==> config.mk <==
export PLATFORM = sky130hd
export DESIGN_NAME = nibble_serial_subtractor
export DESIGN_NICKNAME = d
export VERILOG_FILES = /design/src/rtl/sub_pkg.sv /design/src/rtl/digit_sub4.sv /design/src/rtl/nibble_serial_subtractor.sv
export SDC_FILE = /design/constraint.sdc
export NUM_CORES = 1
export LEC_CHECK = 0
export BUFFER_PORTS_ARGS = -buffer_cell sky130_fd_sc_hd__buf_2
export CAP_MARGIN = 5
export CORE_ASPECT_RATIO = 1.1
export CORE_UTILIZATION = 55
export CTS_CLUSTER_DIAMETER = 60
export DETAILED_ROUTE_END_ITERATION = 16
export GPL_ROUTABILITY_DRIVEN = 0
export PLACE_DENSITY = 0.8
export SLEW_MARGIN = 15
export SYNTH_ARGS = -nofsm -noshare
export SYNTH_HDL_FRONTEND = slang
export SYNTH_HIERARCHICAL = 1
export SYNTH_SLANG_ARGS = --single-unit
==> constraint.sdc <==
create_clock -name Clk -period 5.3 [get_ports Clk]
set_input_delay 0 -clock Clk [delete_from_list [all_inputs] [get_ports Clk]]
set_output_delay 0 -clock Clk [all_outputs]
set_load 0.1 [all_outputs]
==> src/rtl/sub_pkg.sv <==
// Shared types and constants for the nibble-serial subtractor.
package sub_pkg;

    // Operation sequencing: load operands, ripple digits, hold result.
    typedef enum logic [1:0] {IDLE, RUN, DONE} sub_state_t;

    localparam int SUB_WIDTH = 16;
    localparam int SUB_DIGIT = 4;
    localparam int NDIGITS   = SUB_WIDTH / SUB_DIGIT;

    // Counter width that stays at least one bit for a single-digit build.
    function automatic int cnt_width(input int n);
        return (n > 1) ? $clog2(n) : 1;
    endfunction

    localparam int CNT_W = cnt_width(NDIGITS);

endpackage

==> src/rtl/digit_sub4.sv <==
// Combinational 4-bit carry-lookahead slice; subtraction is obtained by
// feeding the inverted subtrahend and a carry-in of 1 on the first digit.
module digit_sub4 (
    input  logic [3:0] a,
    input  logic [3:0] bn,
    input  logic       cin,
    output logic [3:0] s,
    output logic       cout,
    output logic       pg,
    output logic       gg
);

    logic [3:0] p;
    logic [3:0] g;
    logic [3:0] c;

    assign p = a ^ bn;
    assign g = a & bn;

    // Internal carries expanded in lookahead form rather than rippled.
    assign c[0] = cin;
    assign c[1] = g[0] | (p[0] & cin);
    assign c[2] = g[1] | (p[1] & g[0]) | (p[1] & p[0] & cin);
    assign c[3] = g[2] | (p[2] & g[1]) | (p[2] & p[1] & g[0])
                | (p[2] & p[1] & p[0] & cin);

    assign s = p ^ c;

    // Group propagate/generate let a higher lookahead level skip this slice.
    assign pg   = &p;
    assign gg   = g[3] | (p[3] & g[2]) | (p[3] & p[2] & g[1])
                | (p[3] & p[2] & p[1] & g[0]);
    assign cout = gg | (pg & cin);

endmodule

==> src/rtl/nibble_serial_subtractor.sv <==
// Digit-serial two's-complement subtractor: D = A - B, one DIGIT-wide slice
// per clock, least-significant digit first, valid/ready on both sides.
// Optional build macro SUB_SATURATE_EN: on signed overflow the result is
// replaced by the signed saturated value instead of the wrapped difference.
module nibble_serial_subtractor
    import sub_pkg::*;
#(
    parameter int WIDTH = SUB_WIDTH,
    parameter int DIGIT = SUB_DIGIT
) (
    input  logic             Clk,
    input  logic             Reset_n,
    input  logic             in_valid,
    output logic             in_ready,
    input  logic [WIDTH-1:0] A,
    input  logic [WIDTH-1:0] B,
    output logic             out_valid,
    input  logic             out_ready,
    output logic [WIDTH-1:0] D,
    output logic             borrow_out,
    output logic             ovf
);

    localparam int                N_DIG = WIDTH / DIGIT;
    localparam int                CW    = cnt_width(N_DIG);
    localparam logic [CW-1:0]     LAST  = CW'(N_DIG - 1);
    localparam int                MSB   = WIDTH - 1;
    localparam logic [WIDTH-1:0]  SAT_POS = {1'b0, {(WIDTH-1){1'b1}}};
    localparam logic [WIDTH-1:0]  SAT_NEG = {1'b1, {(WIDTH-1){1'b0}}};

    sub_state_t       state_q, state_d;
    logic [CW-1:0]    cnt_q, cnt_d;
    logic             carry_q, carry_d;
    logic [WIDTH-1:0] a_q, a_d;
    logic [WIDTH-1:0] bn_q, bn_d;
    logic [WIDTH-1:0] d_q, d_d;
    logic             borrow_q, borrow_d;
    logic             ovf_q, ovf_d;
    logic             in_ready_q, in_ready_d;
    logic             out_valid_q, out_valid_d;

    logic [DIGIT-1:0] dig_a;
    logic [DIGIT-1:0] dig_bn;
    logic [DIGIT-1:0] dig_s;
    logic             dig_cout;
    logic             dig_pg;
    logic             dig_gg;
    logic             unused_group_terms;

    // The single slice is time-multiplexed over the digits by the counter.
    assign dig_a  = a_q[cnt_q*DIGIT +: DIGIT];
    assign dig_bn = bn_q[cnt_q*DIGIT +: DIGIT];

    digit_sub4 u_digit (
        .a    (dig_a),
        .bn   (dig_bn),
        .cin  (carry_q),
        .s    (dig_s),
        .cout (dig_cout),
        .pg   (dig_pg),
        .gg   (dig_gg)
    );

    // Group terms matter only when slices are chained combinationally.
    assign unused_group_terms = dig_pg ^ dig_gg;

    // Next-state logic: operand load, digit step, result hand-off.
    always_comb begin
        // NOTE: every _d starts from its current value so no path can infer a latch.
        state_d     = state_q;
        cnt_d       = cnt_q;
        carry_d     = carry_q;
        a_d         = a_q;
        bn_d        = bn_q;
        d_d         = d_q;
        borrow_d    = borrow_q;
        ovf_d       = ovf_q;
        in_ready_d  = in_ready_q;
        out_valid_d = out_valid_q;

        case (state_q)
            IDLE: begin
                if (in_valid && in_ready_q) begin
                    a_d        = A;
                    bn_d       = ~B;
                    cnt_d      = '0;
                    carry_d    = 1'b1;
                    in_ready_d = 1'b0;
                    state_d    = RUN;
                end
            end
            RUN: begin
                d_d[cnt_q*DIGIT +: DIGIT] = dig_s;
                carry_d = dig_cout;
                if (cnt_q == LAST) begin
                    state_d     = DONE;
                    out_valid_d = 1'b1;
                    borrow_d    = ~dig_cout;
                    // Operand signs differ exactly when A[MSB] equals ~B[MSB].
                    ovf_d       = (a_q[MSB] == bn_q[MSB]) &&
                                  (dig_s[DIGIT-1] != a_q[MSB]);
`ifdef SUB_SATURATE_EN
                    if (ovf_d) begin
                        d_d = a_q[MSB] ? SAT_NEG : SAT_POS;
                    end
`endif
                end else begin
                    cnt_d = cnt_q + 1'b1;
                end
            end
            DONE: begin
                if (out_ready) begin
                    out_valid_d = 1'b0;
                    in_ready_d  = 1'b1;
                    state_d     = IDLE;
                end
            end
            default: begin
                state_d = IDLE;
            end
        endcase
    end

    // State and datapath registers with asynchronous return to reset values.
    always_ff @(posedge Clk or negedge Reset_n) begin
        if (!Reset_n) begin
            state_q     <= IDLE;
            cnt_q       <= '0;
            carry_q     <= 1'b1;
            a_q         <= '0;
            bn_q        <= '0;
            d_q         <= '0;
            borrow_q    <= 1'b0;
            ovf_q       <= 1'b0;
            in_ready_q  <= 1'b1;
            out_valid_q <= 1'b0;
        end else begin
            // NOTE: non-blocking assignments make every flop update from pre-edge values.
            state_q     <= state_d;
            cnt_q       <= cnt_d;
            carry_q     <= carry_d;
            a_q         <= a_d;
            bn_q        <= bn_d;
            d_q         <= d_d;
            borrow_q    <= borrow_d;
            ovf_q       <= ovf_d;
            in_ready_q  <= in_ready_d;
            out_valid_q <= out_valid_d;
        end
    end

    assign in_ready   = in_ready_q;
    assign out_valid  = out_valid_q;
    assign D          = d_q;
    assign borrow_out = borrow_q;
    assign ovf        = ovf_q;

endmodule

# Word-level counts from Yosys, hierarchy flattened
# Index checks and enable logic that the tools add are counted.
# op_classes
n_addsub,2
eq_ne,9
shift,4
n_mux,16
bitwise_logic,30
n_reduce_logical,14
# ops
op,n
negator 4 -> 34 bit,1
variable shift 4 x 34 -> 16 bit (first input constant),1
variable part select 4 x 34 -> 16 bit,1
variable part select 16 x 5 -> 4 bit,2
bitwise mux 16 bit,1
inverter 16 bit,1
bitwise AND 1 bit,15
AND reduction 3 bit,4
2-to-1 mux 2 bit,5
bitwise OR 1 bit,10
inequality test 2 bit (second input constant),4
XOR 4 bit,2
one-hot mux 1 bit (2 select lines),3
one-hot mux 2 bit (3 select lines),1
AND reduction 2 bit,3
nonzero test 2 bit,3
2-to-1 mux 1 bit,5
bitwise AND 4 bit,1
equality test 2 bit (second input constant),2
one-hot mux 2 bit (2 select lines),1
AND reduction 4 bit,1
adder 2 x 1 -> 2 bit (second input constant),1
equality test 2 x 1 -> 1 bit (second input constant),1
logical AND 1 bit,2
other kinds (4),4
# word_totals
reg_bits,57
input_bits,36
output_inout_bits,20
word_cells,85

# Depth between registers and ports, before layout
# depth
word_depth,9
ltp_mapped,9
mapped_depth_nobuf,8

# Modules after synthesis
# The synthesis kept the hierarchy.
# by_module_without_submodules
mod,n_inst,cells_each,area_each_um2,seq_area_each_um2
nibble_serial_subtractor,1,232,2538.7,1428.9
digit_sub4,1,22,186.4,0.0

# Least setup slack after synthesis
# OpenSTA, ideal clock, no wires.
# synth_path
path_type,register to register
startpoint,register cnt_q[0]
endpoint,"register ovf_q, in the netlist ovf"
setup_time_ns,0.129
t_arrival_ns,2.466
required_time_ns,5.171
slack_ns,2.705
path_stages_with_launch,10
path_buffers,1
synth_period_minus_slack_ns,2.595
cell_sequence,dfrtp_1 -> buf_6 -> mux4_2 -> ha_1 -> a21oi_2 -> nand3_2 -> xor2_1 -> and3b_1 -> a21oi_1 -> o21ai_0
# synth_between
elab_chain_cells,9
word_cells_on_any_way,17
classes_between,2 x eq/ne; 2 x shift; 11 x bitwise; 2 x reduce/logical
# synth_rtl
element,line_no,rtl
"start, declared",nibble_serial_subtractor.sv:32,"logic [CW-1:0] cnt_q, cnt_d;"
"start signal, assigned",nibble_serial_subtractor.sv:140,cnt_q <= cnt_d;
variable part select 16 x 5 -> 4 bit *,nibble_serial_subtractor.sv:51,assign dig_a = a_q[cnt_q*DIGIT +: DIGIT];
net dig_a[2],nibble_serial_subtractor.sv:42,logic [DIGIT-1:0] dig_a;
XOR 4 bit,digit_sub4.sv:17,assign p = a ^ bn;
"bitwise AND 1 bit, on equally long branches","digit_sub4.sv:24, digit_sub4.sv:25",
bitwise OR 1 bit (tied with other cells),digit_sub4.sv:24,assign c[3] = g[2] | (p[2] & g[1]) | (p[2] & p[1] & g[0])
bitwise OR 1 bit / bitwise AND 1 bit (equally long branches),"digit_sub4.sv:24, digit_sub4.sv:25",
bitwise OR 1 bit *,digit_sub4.sv:25,| (p[2] & p[1] & p[0] & cin);
XOR 4 bit *,digit_sub4.sv:27,assign s = p ^ c;
net dig_s[3],nibble_serial_subtractor.sv:44,logic [DIGIT-1:0] dig_s;
inequality test 1 bit *,nibble_serial_subtractor.sv:101,(dig_s[DIGIT-1] != a_q[MSB]);
logical AND 1 bit *,nibble_serial_subtractor.sv:100,ovf_d = (a_q[MSB] == bn_q[MSB]) &&
"end signal, assigned",nibble_serial_subtractor.sv:146,ovf_q <= ovf_d;
"end, declared",nibble_serial_subtractor.sv:38,"logic ovf_q, ovf_d;"
# The timed path passes the listed nets; every way through them passes the cells marked *.
# A chain may end at the register's enable or synchronous reset.

# Worst setup path after layout
# Ends and elaborated chain as after synthesis.

==> results_dict.tcl <==
set metrics [dict create \
    status "complete, no violations" \
    drv_slew 0 \
    grt_setup_unrepaired "false" \
    power_frac_seq_pct 33.7 \
    fin_nets 389 \
    multi_input_area_mm2 0.00118 \
    cp_max_fo 15 \
    cp.arrival_ns 3.24 \
    cts_made_buffers 9 \
    end_kind "flop" \
    met3_usage_pct 5.99 \
    cts_root_buf "clkbuf_8" \
    grt_start_max_net_pins 58 \
    start_kind "flop" \
    cts_sinks 57 \
    grt_pass1_vias 2239 \
    grtUsageMet2_pct 45.7 \
    grt_util_met1_pct 27.9 \
    antenna_found_initial 0 \
    drcViolationCount 0 \
    grt_pass1_wl_um 9640 \
    pwr_density_cell_mw_per_mm2 630 \
    hold_path_class "in -> async" \
    numPortBuffers 55 \
    core_mm2 0.00468 \
    ant_nets 0 \
    drive_above_1_share_pct 27.3 \
    criticalPathCategory "reg -> reg" \
    num-fill-cells 330 \
    dieArea_mm2 0.00520 \
    clkTransAtPathRegs_ns 0.07 \
    setup_tns_ns 0 \
    p_leak_nw 1.84 \
    grt_util_all_layers_pct 26.1 \
    ff_latch_area_mm2 0.00143 \
    yosysWarnings 6 \
    finalHoldViolCount 0 \
    finalCriticalPeriod_ns 3.02 \
    worst_pin_slew_ns 1.12 \
    area_delta_synth_final_pct 30.6 \
    wire_per_inst_um 14.6 \
    gr-max-usage-layer "met2" \
    layout_common_cells "nand2_1 (83), dfrtp_1 (55), buf_2 (55)" \
    switching_power_mw 1.07 \
    critPathRequiredTime_ns 5.52 \
    die_height_um 75.5 \
    switching_share_pct 48.0 \
    row_count 26 \
    drt_iter0_markers 67 \
    r2r_slack_ns 2.28 \
    die_x_um 68.9 \
    p_comb_share_pct 50.2 \
    clkLatencyLatePin_ns 0.34 \
    hold_ws_ns 0.316 \
    syn_inst 251 \
    synth_nets 297 \
    start_util_pct 57.7 \
    pin_count 56 \
    utilization_pct 75.4 \
    vias 2188 \
    max_freq_mhz 331 \
    cts.path.max_buffers 2 \
    cap_violations 0 \
    overflow 0 \
    htreeDepth 3 \
    vias_per_cell 5.42 \
    syn_area_per_cell_um2 10.8 \
    synth_area_mm2 0.00270 \
    dp_hpwl_um 3710 \
    drtPass1Iterations 5 \
    power.internal_mw 1.16 \
    finClkSkew_ns 0.00735 \
    ir_drop_uv 335 \
    routed_wl_um 5900 \
    setup_viol 0 \
    maxSlewHeadroom_pct 25.5 \
    pwr-share-clk_pct 16.0 \
    fin_crit_sh_pct 57.0 \
    mostFrequentLayoutCell "nand2_1" \
    cts_tree "built" \
    antenna_cells 0 \
]
[metrics by stage]
step / worst slack (ns) / total power, mW / area, um2 / cells
after detailed placement: 2.30 / 1.84 / 3010 / 353
after floorplan: 2.74 / 1.63 / 2700 / 251
after global placement: 2.38 / 1.81 / 3010 / 353
after global routing: 2.03 / 2.36 / 3530 / 404
final: 2.28 / 2.22 / 3530 / 404
after CTS: 2.27 / 2.23 / 3530 / 404
[layout make-up]
| class | count | share of cell area [%] |
|---|---|---|
| sequential | 57 | 40.5 |
| clock buffer | 13 | 4.50 |
| inverter | 10 | 1.06 |
| clock inverter | 3 | 0.425 |
| multi-input combinational | 173 | 33.4 |
| timing repair buffer | 92 | 18.1 |
| tap | 56 | 1.98 |
[final timing paths]
kind | depth (start not counted) | start | endpoint
setup / recovery | 8 | cnt_q[0] | ovf
hold / removal | 3 | Reset_n | D[11]
setup reg to reg | 8 | cnt_q[0] | ovf
hold reg to reg | 2 | a_q[7] | a_q[7]
max in group asynchronous | 3 | Reset_n | D[7]
min in group Clk | 3 | B[13] | bn_q[13]
[worst max-delay path, cell delays in order (launching register included)]
cell     delay, ns
dfrtp_1       0.85
mux4_2        0.60
ha_1          0.38
a21oi_2       0.17
nand3_2       0.10
xor2_1        0.37
and3b_1       0.23
a21oi_1       0.11
o21ai_0       0.08
[per-layer routing]
metal	share of wire, %	wire [um]
met5	0	0
met4	3.3	196
met3	4.2	247
met2	53	3160
met1	39	2300
[sequential cells by signal, indices dropped and copies added, names as in the netlist]
name	count
a_q	16
borrow_out	1
carry_q	1
cnt_q	2
out_valid	1
bn_q	16
state_q	2
in_ready	1
D	16
ovf	1
[power by group through the flow]
stage                     combinational, mW  sequential [mW]  clock, mW
final                                  1.12            0.750      0.357
after global routing                   1.20            0.778      0.382
after CTS                              1.11            0.749      0.361
after detailed placement               1.08            0.757          0
after global placement                 1.06            0.748          0
after floorplan                       0.597             1.03          0
[what timing repair did]
item                      4_1_cts  5_1_grt
hold buffers                   35        0
resized for setup               0        0
buffers inserted                0        0
hold endpoints to repair       90        0
(Power assumes the default switching activity.)
